--- config.mk ---
export PLATFORM = sky130hd
export DESIGN_NAME = if_stage
export DESIGN_NICKNAME = d
export VERILOG_FILES = /design/src/rtl/if_stage_pkg.sv /design/src/rtl/if_icache.sv /design/src/rtl/if_stage.sv
export SDC_FILE = /design/constraint.sdc
export NUM_CORES = 1
export LEC_CHECK = 0
export ABC_AREA = 1
export CAP_MARGIN = 20
export CORE_MARGIN = 10
export CORE_UTILIZATION = 51
export DETAILED_ROUTE_END_ITERATION = 8
export PLACE_DENSITY = 0.93
export SLEW_MARGIN = 20
export SYNTH_ARGS = -nofsm -noshare
export SYNTH_HDL_FRONTEND = slang
export SYNTH_SLANG_ARGS = --single-unit
--- constraint.sdc ---
create_clock -name clk -period 2 [get_ports clk]
set_input_delay 0.3 -clock clk [delete_from_list [all_inputs] [get_ports clk]]
set_output_delay 0.3 -clock clk [all_outputs]
set_load 0.005 [all_outputs]
--- src/rtl/if_stage_pkg.sv ---
// Shared definitions for the instruction-fetch stage: bus widths, reset PC and FSM encodings.
package if_stage_pkg;

  localparam int unsigned InstAddrBus = 32;
  localparam int unsigned InstBus     = 32;

  localparam logic [InstAddrBus-1:0] DefaultResetPc = 32'h0000_0000;

  localparam logic [0:0] StFetch = 1'b0;
  localparam logic [0:0] StHold  = 1'b1;

  // Instructions are word aligned; the low two bits of any target are dropped.
  function automatic logic [InstAddrBus-1:0] word_align(input logic [InstAddrBus-1:0] addr);
    return addr & 32'hFFFF_FFFC;
  endfunction

endpackage

--- src/rtl/if_icache.sv ---
// Direct-mapped instruction word cache: combinational lookup, single-word fill,
// valid bits cleared only by reset.
module if_icache
  import if_stage_pkg::*;
#(
  parameter int unsigned Lines = 16
) (
  input  logic                   clk,
  input  logic                   rst_n,
  input  logic [InstAddrBus-1:0] lookup_addr_i,
  output logic                   hit_o,
  output logic [InstBus-1:0]     data_o,
  input  logic                   fill_en_i,
  input  logic [InstAddrBus-1:0] fill_addr_i,
  input  logic [InstBus-1:0]     fill_data_i
);

  localparam int unsigned IdxW = $clog2(Lines);
  localparam int unsigned TagW = InstAddrBus - 2 - IdxW;

  logic [Lines-1:0] valid_q;
  logic [TagW-1:0]  tag_q  [Lines];
  logic [InstBus-1:0] data_q [Lines];

  logic [IdxW-1:0] lookup_idx, fill_idx;
  logic [TagW-1:0] lookup_tag, fill_tag;
  logic            unused_lsb;

  assign lookup_idx = lookup_addr_i[2 +: IdxW];
  assign lookup_tag = lookup_addr_i[InstAddrBus-1 -: TagW];
  assign fill_idx   = fill_addr_i[2 +: IdxW];
  assign fill_tag   = fill_addr_i[InstAddrBus-1 -: TagW];
  assign unused_lsb = ^{lookup_addr_i[1:0], fill_addr_i[1:0]};

  assign hit_o  = valid_q[lookup_idx] && (tag_q[lookup_idx] == lookup_tag);
  assign data_o = data_q[lookup_idx];

  always_ff @(posedge clk or negedge rst_n) begin
    if (!rst_n) begin
      valid_q <= '0;
    end else if (fill_en_i) begin
      valid_q[fill_idx] <= 1'b1;
    end
  end

  // Tag and data storage needs no reset; the valid bits gate every use.
  always_ff @(posedge clk) begin
    if (fill_en_i) begin
      tag_q[fill_idx]  <= fill_tag;
      data_q[fill_idx] <= fill_data_i;
    end
  end

endmodule

--- src/rtl/if_stage.sv ---
// Instruction-fetch stage: assembles 32-bit words from an 8-bit memory port into a one-entry
// output register. Define IF_ICACHE_EN to add a direct-mapped word cache (if_icache).
module if_stage
  import if_stage_pkg::*;
#(
  parameter logic [InstAddrBus-1:0] RESET_PC     = DefaultResetPc,
  parameter int unsigned            ICACHE_LINES = 16
) (
  input  logic                   clk,
  input  logic                   rst_n,
  input  logic                   stall_i,
  input  logic                   jump_en_i,
  input  logic [InstAddrBus-1:0] jump_addr_i,
  output logic                   mem_req_o,
  output logic [InstAddrBus-1:0] mem_addr_o,
  input  logic                   mem_rdy_i,
  input  logic [7:0]             mem_data_i,
  output logic [InstAddrBus-1:0] pc_o,
  output logic [InstBus-1:0]     inst_o,
  output logic                   inst_valid_o
);

  logic [0:0]             state_q, state_d;
  logic [1:0]             cnt_q, cnt_d;
  logic [InstAddrBus-1:0] fetch_pc_q, fetch_pc_d;
  logic [InstBus-1:0]     buf_q, buf_d;
  logic [InstAddrBus-1:0] pc_q, pc_d;
  logic [InstBus-1:0]     inst_q, inst_d;
  logic                   valid_q, valid_d;

  logic               out_free, hit_take, beat, fill_en;
  logic [InstBus-1:0] word;
  logic               cache_hit;
  logic [InstBus-1:0] cache_data;

`ifdef IF_ICACHE_EN
  if_icache #(
    .Lines (ICACHE_LINES)
  ) u_icache (
    .clk           (clk),
    .rst_n         (rst_n),
    .lookup_addr_i (fetch_pc_q),
    .hit_o         (cache_hit),
    .data_o        (cache_data),
    .fill_en_i     (fill_en),
    .fill_addr_i   (fetch_pc_q),
    .fill_data_i   (word)
  );
`else
  assign cache_hit  = 1'b0;
  assign cache_data = '0;
`endif

  // Outputs read zero while reset is asserted, independent of the state registers.
  always_comb begin
    out_free   = !valid_q || !stall_i;
    hit_take   = (state_q == StFetch) && (cnt_q == 2'd0) && out_free && cache_hit;
    mem_req_o  = rst_n && (state_q == StFetch) && !hit_take;
    mem_addr_o = rst_n ? (fetch_pc_q + {30'd0, cnt_q}) : '0;
    beat       = mem_req_o && mem_rdy_i;
    word       = {mem_data_i, buf_q[23:0]};
    fill_en    = beat && (cnt_q == 2'd3) && !jump_en_i;
  end

  always_comb begin
    state_d    = state_q;
    cnt_d      = cnt_q;
    fetch_pc_d = fetch_pc_q;
    buf_d      = buf_q;
    pc_d       = pc_q;
    inst_d     = inst_q;
    valid_d    = valid_q;

    if (valid_q && !stall_i) begin
      valid_d = 1'b0;
    end

    if (jump_en_i) begin
      state_d    = StFetch;
      cnt_d      = 2'd0;
      fetch_pc_d = word_align(jump_addr_i);
      buf_d      = '0;
      valid_d    = 1'b0;
    end else begin
      case (state_q)
        StFetch: begin
          if (hit_take) begin
            pc_d       = fetch_pc_q;
            inst_d     = cache_data;
            valid_d    = 1'b1;
            fetch_pc_d = fetch_pc_q + 32'd4;
          end else if (beat) begin
            buf_d[8*cnt_q +: 8] = mem_data_i;
            cnt_d               = cnt_q + 2'd1;
            if (cnt_q == 2'd3) begin
              if (out_free) begin
                pc_d       = fetch_pc_q;
                inst_d     = word;
                valid_d    = 1'b1;
                fetch_pc_d = fetch_pc_q + 32'd4;
              end else begin
                state_d = StHold;
              end
            end
          end
        end
        StHold: begin
          if (out_free) begin
            pc_d       = fetch_pc_q;
            inst_d     = buf_q;
            valid_d    = 1'b1;
            fetch_pc_d = fetch_pc_q + 32'd4;
            state_d    = StFetch;
          end
        end
        default: state_d = StFetch;
      endcase
    end
  end

  always_ff @(posedge clk or negedge rst_n) begin
    if (!rst_n) begin
      state_q    <= StFetch;
      cnt_q      <= 2'd0;
      fetch_pc_q <= RESET_PC;
      buf_q      <= '0;
      pc_q       <= '0;
      inst_q     <= '0;
      valid_q    <= 1'b0;
    end else begin
      state_q    <= state_d;
      cnt_q      <= cnt_d;
      fetch_pc_q <= fetch_pc_d;
      buf_q      <= buf_d;
      pc_q       <= pc_d;
      inst_q     <= inst_d;
      valid_q    <= valid_d;
    end
  end

  assign pc_o         = pc_q;
  assign inst_o       = inst_q;
  assign inst_valid_o = valid_q;

endmodule

* Word-level counts from Yosys, hierarchy flattened *
Cells that the tools add are included.
Widths: inputs -> output; s select.

word-level totals
  register bits after elaboration = 132
  bits of input ports = 45
  output and inout port bits = 98
  logic and storage cells = 67

cells by class
  add/sub/neg operators = 4
  eq/ne operators = 8
  shift operators = 2
  multiplexer cells = 33
  bitwise logic cells = 2
  reduce and logical (&&, ||, !) cells = 11

operators by type and width
  operator                 count
  $mux 32                  15
  $pmux 32 s2              3
  $neg 5->34               1
  $shift 8x34->32 const A  1
  $shiftx 8x34->32         1
  $add 32x2->32            1
  $add 32x3->32 const B    1
  $bwmux 32                1
  $mux 1                   9
  $mux 2                   3
  $ne 2x2->1 const B       3
  $reduce_and 5->1         1
  $ne 2x1->1 const B       2
  $pmux 1 s2               2
  $reduce_and 2->1         2
  $logic_and 1x1->1        3
  $ne 3x2->1 const B       1
  $ne 3x3->1 const B       1
  $reduce_and 3->1         1
  $add 2x1->2 const B      1
  $eq 2x2->1 const B       1
  $logic_not 1->1          2
  $not 1->1                2
  $reduce_bool 2->1        1
  $logic_or 1x1->1         1

* Logic depth before layout (Yosys ltp) *
Gate-level depths: netlist of run 1.

  depth after elaboration = 8
  depth in mapped cells = 11
  depth with buffers taken out = 10

* Worst setup path before layout of run 1 *
Ideal clock, no wire load.

  path kind = register to register
  start = register cnt_q[0]
  end = register buf_q[10]
  library setup time = 0.084 ns
  arrival = 1.789 ns
  required time = 1.916 ns
  path slack = 0.127 ns
  stages on the path, launching flop included = 8
  path buffers = 1
  period minus slack after synthesis = 1.873 ns
  path through = dfrtp_1 -> clkbuf_1 -> inv_1 -> ha_1 -> inv_1 -> nor3_2 -> nand2_1 -> o22ai_1

between the ends
  longest elaborated chain between the ends = 6
  elaborated cells on any way between the ends = 7
  those cells by class = add/sub: 1; shift: 2; mux: 4

ends and longest elaborated chain
  what                                                 RTL line         text
  start: declaration                                   if_stage.sv:24   logic [1:0] cnt_q, cnt_d;
  start signal: assignment                             if_stage.sv:132  cnt_q <= cnt_d;
  $neg 5->34 (*)                                       if_stage.sv:93   buf_d[8*cnt_q +: 8] = mem_data_i;
  $shiftx 8x34->32 or $shift 8x34->32 (tied branches)  if_stage.sv:93
  $bwmux 32 (*)                                        if_stage.sv:93
  $mux 32 (*)                                          if_stage.sv:92   end else if (beat) begin
  $mux 32 (*)                                          if_stage.sv:85   case (state_q)
  $mux 32 (*)                                          if_stage.sv:78   if (jump_en_i) begin
  end signal: assignment                               if_stage.sv:134  buf_q <= buf_d;
  end: declaration                                     if_stage.sv:26   logic [InstBus-1:0] buf_q, buf_d;

Mark *: on every way between the ends. The rest lies on a longest branch, timed or not. The select of a mux whose other input is x is not followed.
A chain may end at the register's enable or synchronous reset.

* Worst setup path after layout of run 1 *
  start = register cnt_q[0]
  end = output port mem_addr_o[0]

between the ends
  longest elaborated chain between the ends = 2

ends and longest elaborated chain
  what              RTL line        text
  $add 32x2->32     if_stage.sv:59  mem_addr_o = rst_n ? (fetch_pc_q + {30'd0, cnt_q}) : '0;
  $mux 32           if_stage.sv:59
  end: declaration  if_stage.sv:15  output logic [InstAddrBus-1:0] mem_addr_o,

Every way passes these cells.

==> run summary, run 1 <==
The remaining global-route overflow was 0; the number of cell instances on the worst register-to-register path was 6. The average cell area after synthesis was 7.73 um^2; the die width was 132 um. The critical path is of the flop to output port type. The number of antenna violations at the first check in global routing came out at 1. The initial standard-cell utilization of the core was 52.6%; the fraction of synthesis flops using an asynchronous set or reset pin was 100%. The overall track demand over capacity in global routing was 24.1%. Across the routed clock network, the largest skew measured is 0.0156 ns. After detailed routing, the wire length on met1 is 7940 um. After detailed routing, the number of vias per cell comes to 5.55. STA classifies the critical path endpoint as an output port. In the routed design, unresolved DRC markers number 0. IR analysis of the VDD net gives a maximum drop of 0.628 mV. The share of the Yosys chip area taken by registers is 50.3%. The tools report the number of filler cells placed in the layout as 848.

The routed design could run at a clock period as short as 1.94 ns. Routed signal wires occupy layers up through met4. The post-synthesis instance area came out at 6370 um^2. Excluding fillers, the count of instances in the completed layout stands at 1165.

Setup violations remaining at the end of the flow were counted as 0. Input and output buffers added on the ports amount to 138. Number of hold violations in the final report: 0. The detail route stage leaves a number of antenna-violating nets equal to 0. In the synthesized netlist, the number of instances is 825.

For the total length of routed met2 wires, the log shows 10000 um. The register-to-register path setup slack came out at 0.11 ns. The first global-routing pass estimated 33900 um of wire. The number of warnings printed during yosys synthesis was 0; the maximum count of clock buffers along a single path was 2. Counting flops and latches in the post-synthesis netlist gives 128. TritonCTS built the clock tree. The worst path uses 96.8% of the clock period. For this design the static power due to leakage is 4.16 nW. For the number of pins with negative max-slew slack in the final report, the log shows 0. The floorplan step defined a die boundary enclosing 17400 um^2.

Number of unique standard cell types used by synthesis: 38. In this run the critical register-to-register path is captured at buf_q[16]$_DFFE_PN0P_. Root buffer cell: clkbuf_16. The run finished with clean final reports. The number of global-route vias before repair was 6638.

The first TritonRoute pass finished after 6 iterations. After clock tree synthesis, the setup repair step added 0 buffers. The core region is 12100 um^2. The total instance count after detailed placement is 1124, and the slew at the pin closest to its max-slew limit is 0.707 ns. The HPWL after detailed placement is 14300 um. Leaving out fill and tap cells, the most frequent cells in the layout are 302 x nand2_1, 137 x clkdlybuf4s50_1, 127 x dfrtp_1, 93 x inv_1, 66 x nor2_1. Cells with a size suffix above 1 make up 9.04% of the layout. The pin count of the biggest net entering global routing is 58. The kind of path behind the tightest hold check is input port to asynchronous set/reset pin. The first routing iteration left 853 violations. The multi-input logic area was 2600 um^2. The number of buffers created by CTS was 17. The tools report the startpoint of the lowest-slack register-to-register path as cnt_q[1]$_DFFE_PN0P_.

The clock latency of the later-clocked register in the worst-skew pair is 0.43 ns. The logs give 1.64 ns for the worst endpoint data arrival time and 1.70 ns for the data required time at the worst endpoint. The congestion estimate from routability-driven global placement came to 0.940. For this design the ratio of total power to cell area is 787 nW/um^2. Prior to clock tree synthesis, the placed netlist has a worst setup slack of 0.0400 ns. In the final routed layout, each cell accounts on average for 18.2 um. The run gives 0 as the number of max-capacitance violations reported. Along the worst path, the maximum fanout reaches 11. The run gives 21200 um as the total detailed-routing wirelength.

The relative slew slack is 52.5%. The logs give 4 for the number of levels the H-tree was split into and 0.0641 ns for the final critical-path setup slack. The library cell used most frequently in the layout, excluding fill and tap cells, is nand2_1. The routed length on met3 was 2360 um. Setup repair after global routing could not meet its margin everywhere. The overall power after layout was 0.00688 W; the sequential cell area in the final layout was 3200 um^2. The tools report the clock sink count as 128. The height of the die is 132 um, and the number of enable-type register cells in the synthesized netlist is 0.

The most used flip-flop cell after synthesis is dfrtp_1. The CTS clock-pin slew for the worst setup and hold paths was 0.07 ns; the layout-stage area growth over the synthesis result was 37.1%. The tools report the element type at the critical path start as a flop.

The detailed router placed 6462 vias in this run. At the end of the flow, the number of nets in the layout was 1033. 143 I/O pins were placed. Derived from the worst setup path, the maximum achievable clock frequency is 517 MHz. Row generation in the floorplan step produced 40 rows.
where the power goes:
| part | leakage (nW) | switching [W] | total [W] | internal [W] |
|---|---|---|---|---|
| clock | 0.275 | 0.00127 | 0.00307 | 0.00180 |
| sequential | 1.70 | 0.000147 | 0.00287 | 0.00272 |
| combinational | 2.18 | 0.000505 | 0.000942 | 0.000437 |
per-stage QoR:
stage                     area (um^2)  TNS [ns]  util, %  hold slack (ns)
final                            8740         0     72.2           0.0737
after global routing             8740   -0.0297     72.1           0.0743
after CTS                        8730         0     72.1           0.0424
after detailed placement         8070         0     66.6            0.174
after global placement           8070         0     66.6            0.172
after floorplan                  6380         0        -          0.00441
Yosys cell counts, drive strengths merged, types with 3 or more instances:
master,instances,share of area (%)
nand4,4,0.49
ha,5,0.98
o22ai,25,2.5
nor2,77,5.3
nand3,44,3.5
o211ai,4,0.47
a31oi,11,1.1
clkbuf,10,0.59
a21oi,18,1.6
o21ai,50,4.1
inv,98,5.8
nand2,308,18
nor3,3,0.31
dfrtp,128,50
xor2,5,0.69
buf,25,2.6
o21bai,3,0.35
how the worst max path moves through the flow:
stage / startpoint / endpoint / cells after the start
3_3_place_gp: mem_rdy_i / fetch_pc_q[29]$_DFFE_PN0P_ / 8
5_1_grt: cnt_q[1]$_DFFE_PN0P_ / buf_q[21]$_DFFE_PN0P_ / 6
4_1_cts: state_q$_DFF_PN0_ / mem_req_o / 2
3_5_place_dp: mem_rdy_i / fetch_pc_q[8]$_DFFE_PN0P_ / 8
2_1_floorplan: cnt_q[0]$_DFFE_PN0P_ / buf_q[10]$_DFFE_PN0P_ / 7
6_report: cnt_q[0]$_DFFE_PN0P_ / mem_addr_o[0] / 4
worst max-delay path, stage by stage (launching register included):
cell and delay (ns):
dfrtp_1 0.39, buf_6 0.19, nand2_1 0.06, inv_1 0.06, clkdlybuf4s50_1 0.50
routing by layer:
metal | track usage (%) | vias up
met4 | 12.5 | 0
li1 | - | 2916
met5 | 0 | -
met3 | 8.46 | 89
met2 | 39.0 | 411
met1 | 27.7 | 3046
state kept, by name (all words and copies together) (netlist names):
| register | count |
|---|---|
| fetch_pc_q | 30 |
| cnt_q | 2 |
| buf_q | 32 |
| inst_valid_o | 1 |
| pc_o | 30 |
| state_q | 1 |
| inst_o | 32 |
cells by family (layout without fill, tap and decap cells):
group           after synthesis  after routing  share of synthesized area [%]
other cells                   1              3                         0.0588
compound gates              113            113                           10.3
buf+inv                     134            304                           9.05
fa+ha+maj                     5              5                          0.982
xor+xnor                      6              6                          0.824
flops                       128            128                           50.3
simple gates                438            438                           28.5
area by class of cell:
cell class                      instances  area share, %
Sequential cell                       128           36.7
Multi-Input combinational cell        564           29.7
Timing Repair Buffer                  173           20.2
Clock buffer                           19           5.18
Inverter                               99           4.25
Tap cell                              168           2.41
Clock inverter                         13           1.47
Antenna cell                            1         0.0286
what timing repair did:
action                                  in CTS  in global routing
endpoints found under the hold margin       46                  0
endpoints found under the setup margin       0                 17
hold buffers                                 8                  0
gates resized for setup                      0                  3
No activity file was read; power rests on OpenSTA's default activity.
==> inputs of run 2 (changes only) <==
Settings changed: CORE_UTILIZATION 51 to 35, PLACE_DENSITY 0.93 to 0.71.
==> run summary, run 2 (same netlist as run 1, synthesis figures left out) <==
The flow ran to the end, and the final reports show no timing, DRC or antenna violations. The number of global-route vias before repair is 5956, and the fraction of final layout cells with drive strength greater than 1 is 9.31%. The logs give 0.00187 W for the switching power and 49.0% for the end-of-flow core utilization. At the end of routability-driven placement, the weighted congestion stood at 0.848.

The clock tree skew after final layout was 0.00704 ns; the proportion of power drawn by the clock network was 45.2%. From left edge to right edge, the die measures 155 um. The average via count per standard cell was 4.86; the number of nets with antenna violations after routing was 0.

The worst setup path is launched from a flop. The area growth from synthesis to layout is 38.2%. The overall power after layout was 0.00688 W; the worst supply voltage drop on vdd was 0.646 mV. Setup repair after global routing left no endpoint under its margin. For the worst setup path, the data required time is 1.70 ns.

The worst hold path belongs to the class input port to asynchronous set/reset pin. The initial standard-cell utilization of the core is 35.5%, and the total leakage power is 4.18 nW. The H-tree was split into 4 levels. The register share of total power came out at 41.4%.

Maximum count of clock buffers along a single path: 2. Wire length of the first global-routing pass: 31300 um. After detailed routing, the number of remaining DRC violations is 0. The CTS clock-pin slew for the worst setup and hold paths was 0.06 ns; the first-pass iteration count of the detailed router was 5. The slew at the pin closest to its max-slew limit is 0.605 ns, and the final critical-path required period is 1.94 ns. Traced cell by cell, the critical path runs through buf_4 > nand2_1 > inv_1 > clkdlybuf4s50_1.

The clock drives 128 sinks. TritonCTS built the clock tree. Setup violations remaining at the end of the flow were counted as 0.

For this design, the slowest cell found on the critical path is clkdlybuf4s50_1. The cell family contributing the most delay on the critical path is buffers and inverters. The logs give 418 for the count of routing violations after the opening detailed-route iteration and 33 for the pin count of the biggest net entering global routing. The HPWL after detailed placement came out at 14400 um. For this run, the slowest stage of the critical path takes 0.50 ns. The internal power contribution came out at 0.00502 W. The switching share of power is 27.1%.

The number of rows created at floorplan was 49. The remaining global-route overflow came out at 0. The run gives 0 as the number of pins with negative max-slew slack in the final report. The region available for standard cell placement spans 18000 um^2. Summing over every cut layer, the via total after detailed routing is 5966.

The worst endpoint data arrival time was 1.64 ns. The final cycle utilization of the critical path is 96.8%, and the overall track demand over capacity in global routing is 16.2%. Average wire length per cell after detail routing: 16.0 um.

In the layout the commonest cells are 303 x nand2_1, 136 x clkdlybuf4s50_1, 128 x dfrtp_1, 93 x inv_1, 66 x nor2_1. The routed design has 19600 um of wire. Power spread over the standard cell area amounts to 781 nW/um^2. The total inserted antenna cells is 0, and the clock latency of the later-clocked register in the worst-skew pair is 0.43 ns. Headroom to the max-slew limit came out at 59.5%. The number of max-capacitance violations reported is 0, and the number of buffers added on ports is 138. The tools report the critical path endpoint category as an output port. The buffering stage count on the worst path with inverters included works out to 3. The die is 155 um tall. Clock tree synthesis inserted a total of 17 buffers.

The number of hold violations in the final report is 0. The portion of total power attributed to combinational logic was 13.4%; the maximum fanout count along the critical path was 11. The number of antenna violations at the first check in global routing is 0, and the maximum achievable frequency is 517 MHz. The area enclosed by the die boundary came out at 24000 um^2. The tree is rooted in a clkbuf_16.

The library cell used most frequently in the layout, excluding fill and tap cells, is nand2_1. The top-level port count is 143. The number of nets in the layout is 1036. The critical path in this run is classified as flop to output port. For the number of filler cells placed in the layout, the log shows 1717.
==> run 2: cell count changes in the layout (fill, tap and decap cells not counted), sizes merged <==
| cell | previous run | this run |
|---|---|---|
| buf | 28 | 34 |
| clkinv | 5 | 8 |
| clkinvlp | 4 | 1 |
| dlygate4sd3 | 8 | 5 |
| bufinv | 1 | 2 |
| clkbuf | 19 | 18 |
| clkdlybuf4s50 | 137 | 136 |
| diode | 1 | 0 |
| dlygate4sd2 | 0 | 1 |
==> run 2: layout make-up <==
class                      count  area, um^2  area share [%]
tap                          229         287            3.25
multi-input combinational    564        2600            29.5
clock buffer                  18         429            4.87
sequential                   128        3200            36.4
clock inverter                14         156            1.78
timing repair buffer         176        1770            20.1
inverter                      99         372            4.22
==> run 2: final timing paths <==
kind | start | end | slack, ns | depth (start not counted)
setup / recovery | cnt_q[0]$_DFFE_PN0P_ | mem_addr_o[0] | 0.06 | 4
hold / removal | rst_n | inst_o[13]$_DFFE_PN0P_ | 0.02 | 2
setup reg to reg | cnt_q[1]$_DFFE_PN0P_ | buf_q[5]$_DFFE_PN0P_ | 0.19 | 6
hold reg to reg | buf_q[4]$_DFFE_PN0P_ | inst_o[4]$_DFFE_PN0P_ | 0.47 | 2
max in group asynchronous | rst_n | pc_o[19]$_DFFE_PN0P_ | 0.86 | 3
min in group clk | jump_addr_i[5] | fetch_pc_q[5]$_DFFE_PN0P_ | 0.45 | 3
==> run 2: through the flow <==
step                hold slack [ns]  setup slack, ns  setup TNS (ns)  instance area [um^2]  instances
global placement              0.197           0.0333               0                  8180       1191
global route                 0.0292          0.00467               0                  8810       1228
detailed placement            0.202          -0.0102         -0.0164                  8180       1191
finish                       0.0169           0.0648               0                  8810       1228
CTS                          0.0263           0.0567               0                  8810       1228
floorplan                   0.00441            0.127               0                  6380        826
==> run 2: what timing repair did <==
action / CTS / global route
hold endpoints to repair: 10 / 0
endpoints found under the setup margin: 1 / 0
hold buffers: 5 / 0
setup buffers: 0 / 0
gates resized for setup: 1 / 0
==> run 2: per-layer routing <==
| metal | vias to the layer above | GRT usage [%] | part of all wire [%] |
|---|---|---|---|
| met5 | - | 0 | 0 |
| met4 | 0 | 5.94 | 1.8 |
| met3 | 28 | 5.13 | 8.7 |
| met2 | 224 | 26.3 | 48 |
| met1 | 2782 | 19.8 | 42 |
| li1 | 2932 | - | - |
==> run 2: power groups by stage <==
stage | Clock [W] | Sequential, W | Combinational, W
after floorplan | 0 | 0.00287 | 0.000404
after global placement | 0 | 0.00289 | 0.000903
after detailed placement | 0 | 0.00290 | 0.000919
after CTS | 0.00315 | 0.00285 | 0.000935
after global routing | 0.00325 | 0.00287 | 0.00102
final | 0.00311 | 0.00285 | 0.000922
==> inputs of run 3 (changes only) <==
--- a/constraint.sdc
+++ b/constraint.sdc
@@ -3,2 +3,2 @@
 set_output_delay 0.3 -clock clk [all_outputs]
-set_load 0.005 [all_outputs]
+set_load 0.01 [all_outputs]
==> run summary, run 3 (same netlist as run 1, synthesis figures left out) <==
Counting I/O delays and the setup requirement, the final critical path takes 1.87 ns. The run gives 0 as the number of hold violations in the final report. The die width is 155 um, and the accumulated negative setup slack is 0 ns. The data required time at the worst endpoint was 1.70 ns. The repair_antennas step left the layout with diodes totalling 0. Clock sink count: 128. Setup violations remaining at the end of the flow were counted as 0.

The tools report the capture point of the worst path as mem_addr_o[23]. The clock reaches the later pin of the worst-skew pair after 0.42 ns. For this design the ratio of total power to cell area is 768 nW/um^2.

Port buffering added 138 buffers. 143 I/O pins were placed. In this run the standard cell core region covers 18000 um^2.

Setup repair after global routing left no endpoint under its margin. The standard cell area after detailed placement is 8190 um^2, and the number of global-route vias before repair is 5819. The first-pass iteration count of the detailed router was 7. Across all layers, the routed design uses 5896 vias. The tools report the source of the critical timing path as fetch_pc_q[23]$_DFFE_PN0P_.

Wires add up to 19400 um. The fraction of final layout cells with drive strength greater than 1 was 9.43%. Sequential cells account for 42.3% of the total power. For the final database, setup skew stands at 0.0108 ns. The number of max-capacitance violations reported is 0, and the worst endpoint data arrival time is 1.57 ns. The number of clock buffers added by TritonCTS is 17. For this design the total switching power over the nets is 0.00194 W. Counting the fill cells in the layout gives 1722.

Number of antenna violations at the first check in global routing: 1. The pin count of the biggest net entering global routing was 43. The final layout contains 1034 nets. Once layout is done, the placed cells without fillers occupy 8800 um^2. The flow ran to the end, and the final reports show no timing, DRC or antenna violations. The logs give 4.18 nW for the total leakage power and 49 for the number of rows created at floorplan. Number of pins with negative max-slew slack in the final report: 0. The height of the die was 155 um. The root buffer cell was clkbuf_16.

The top cell types in the final layout, fill and taps aside, are 303 x nand2_1, 135 x clkdlybuf4s50_1, 127 x dfrtp_1, 93 x inv_1, 66 x nor2_1. The average wire length per cell after detail routing is 15.8 um, and the maximum achievable frequency is 534 MHz. The endpoint identified for the worst register-to-register timing path is fetch_pc_q[30]$_DFFE_PN0P_. Using the TritonRoute via totals, the vias-per-cell ratio works out to 4.81.

After detailed routing, the number of remaining DRC violations is 0. Element type at the critical path start: a flop. Across every metal layer, demand over resource in global routing totals 16.1%. The path class of the tightest hold or removal check is input port to asynchronous set/reset pin. The proportion of power drawn by the clock network is 43.7%, and the area enclosed by the die boundary is 24000 um^2.

Combinational cells account for 14.0% of the total power. The first routing iteration left 336 violations. The internal power contribution was 0.00482 W.

The relative slew slack was 63.3%. The number of nets with antenna violations after routing is 0. Detailed placement finished with a half-perimeter wire length of 14300 um. The slew at the pin closest to its max-slew limit was 0.546 ns. By startpoint and endpoint, the worst setup path is classified as flop to output port.

The startpoint identified for the worst register-to-register timing path is fetch_pc_q[3]$_DFFE_PN0P_. The number of levels the H-tree was split into was 4. The tools report the critical path endpoint category as an output port.

Final cycle utilization of the critical path: 93.7%. TritonCTS built the clock tree. The switching share of power was 28.7%; the register-to-register path setup slack was 0.21 ns.

The wire length of the first global-routing pass is 31000 um. Along the worst path, the maximum fanout reaches 7. Global routing finished with a remaining overflow of 0. The logs give 0.581 mV for the worst supply voltage drop on vdd and 0.858 for the routability congestion estimate.

The worst register-to-register path has a depth of 10. The CTS clock-pin slew for the worst setup and hold paths came out at 0.06 ns. The layout-stage area growth over the synthesis result is 38.1%.

The library cell used most frequently in the layout, excluding fill and tap cells, is nand2_1. The maximum count of clock buffers along a single path is 2, and the initial standard-cell utilization of the core is 35.5%.
-- run 3: cell count changes in the layout (fill, tap and decap cells not counted), sizes merged, moves of 2 or more --
cell | previous run | this run
inv | 102 | 106
bufinv | 2 | 0
clkinv | 8 | 2
dlymetal6s2s | 0 | 2
clkinvlp | 1 | 5
-- run 3: worst min-delay path by stage --
stage / end / slack (ns) / cells after the start
6_report: pc_o[3]$_DFFE_PN0P_ / 0.009 / 3
5_1_grt: pc_o[4]$_DFFE_PN0P_ / 0.02 / 3
4_1_cts: pc_o[3]$_DFFE_PN0P_ / 0.002 / 3
3_5_place_dp: buf_q[27]$_DFFE_PN0P_ / 0.18 / 1
3_3_place_gp: buf_q[27]$_DFFE_PN0P_ / 0.17 / 1
2_1_floorplan: buf_q[0]$_DFFE_PN0P_ / 0.004 / 0
-- run 3: power groups by stage --
stage               Combinational [W]  Clock [W]  Sequential, W
floorplan                    0.000423          0        0.00289
global placement             0.000932          0        0.00290
finish                       0.000948    0.00296        0.00286
detailed placement           0.000945          0        0.00290
global route                  0.00105    0.00312        0.00288
CTS                          0.000959    0.00300        0.00286
-- run 3: layout make-up --
class	instances	area, um^2	area share [%]
clock inverters	14	121	1.38
clock buffers	18	439	4.99
repair buffers	174	1780	20.3
multi-input cells	564	2600	29.5
flip-flops and latches	128	3200	36.4
well taps	229	287	3.25
inverters	99	372	4.22
-- run 3: metal layers --
| layer | wire (um) | global-route usage [%] |
|---|---|---|
| met5 | 0 | 0 |
| met4 | 299 | 4.90 |
| met3 | 1700 | 6.18 |
| met2 | 9110 | 26.0 |
| met1 | 8290 | 19.5 |
-- run 3: what timing repair did --
item,4_1_cts,5_1_grt
setup endpoints to repair,0,3
hold buffers,4,0
hold endpoints to repair,36,0
setup buffers,0,0
resized for setup,0,4
-- run 3: metrics by stage --
| stage | std cells | setup slack [ns] | util (%) | hold slack (ns) | power (W) |
|---|---|---|---|---|---|
| final | 1226 | 0.127 | 49.0 | 0.00857 | 0.00676 |
| after global routing | 1226 | 0.0424 | 49.0 | 0.0174 | 0.00706 |
| after CTS | 1226 | 0.00571 | 49.0 | 0.00218 | 0.00682 |
| after detailed placement | 1190 | 0.0573 | 45.6 | 0.177 | 0.00385 |
| after global placement | 1190 | 0.0675 | 45.6 | 0.171 | 0.00383 |
| after floorplan | 826 | 0.127 | - | 0.00441 | 0.00331 |
-- run 3: critical path, stage by stage, from the launching register on --
cell and delay (ns):
dfrtp_2 0.46, nand2_1 0.10, inv_1 0.06, clkdlybuf4s50_1 0.54
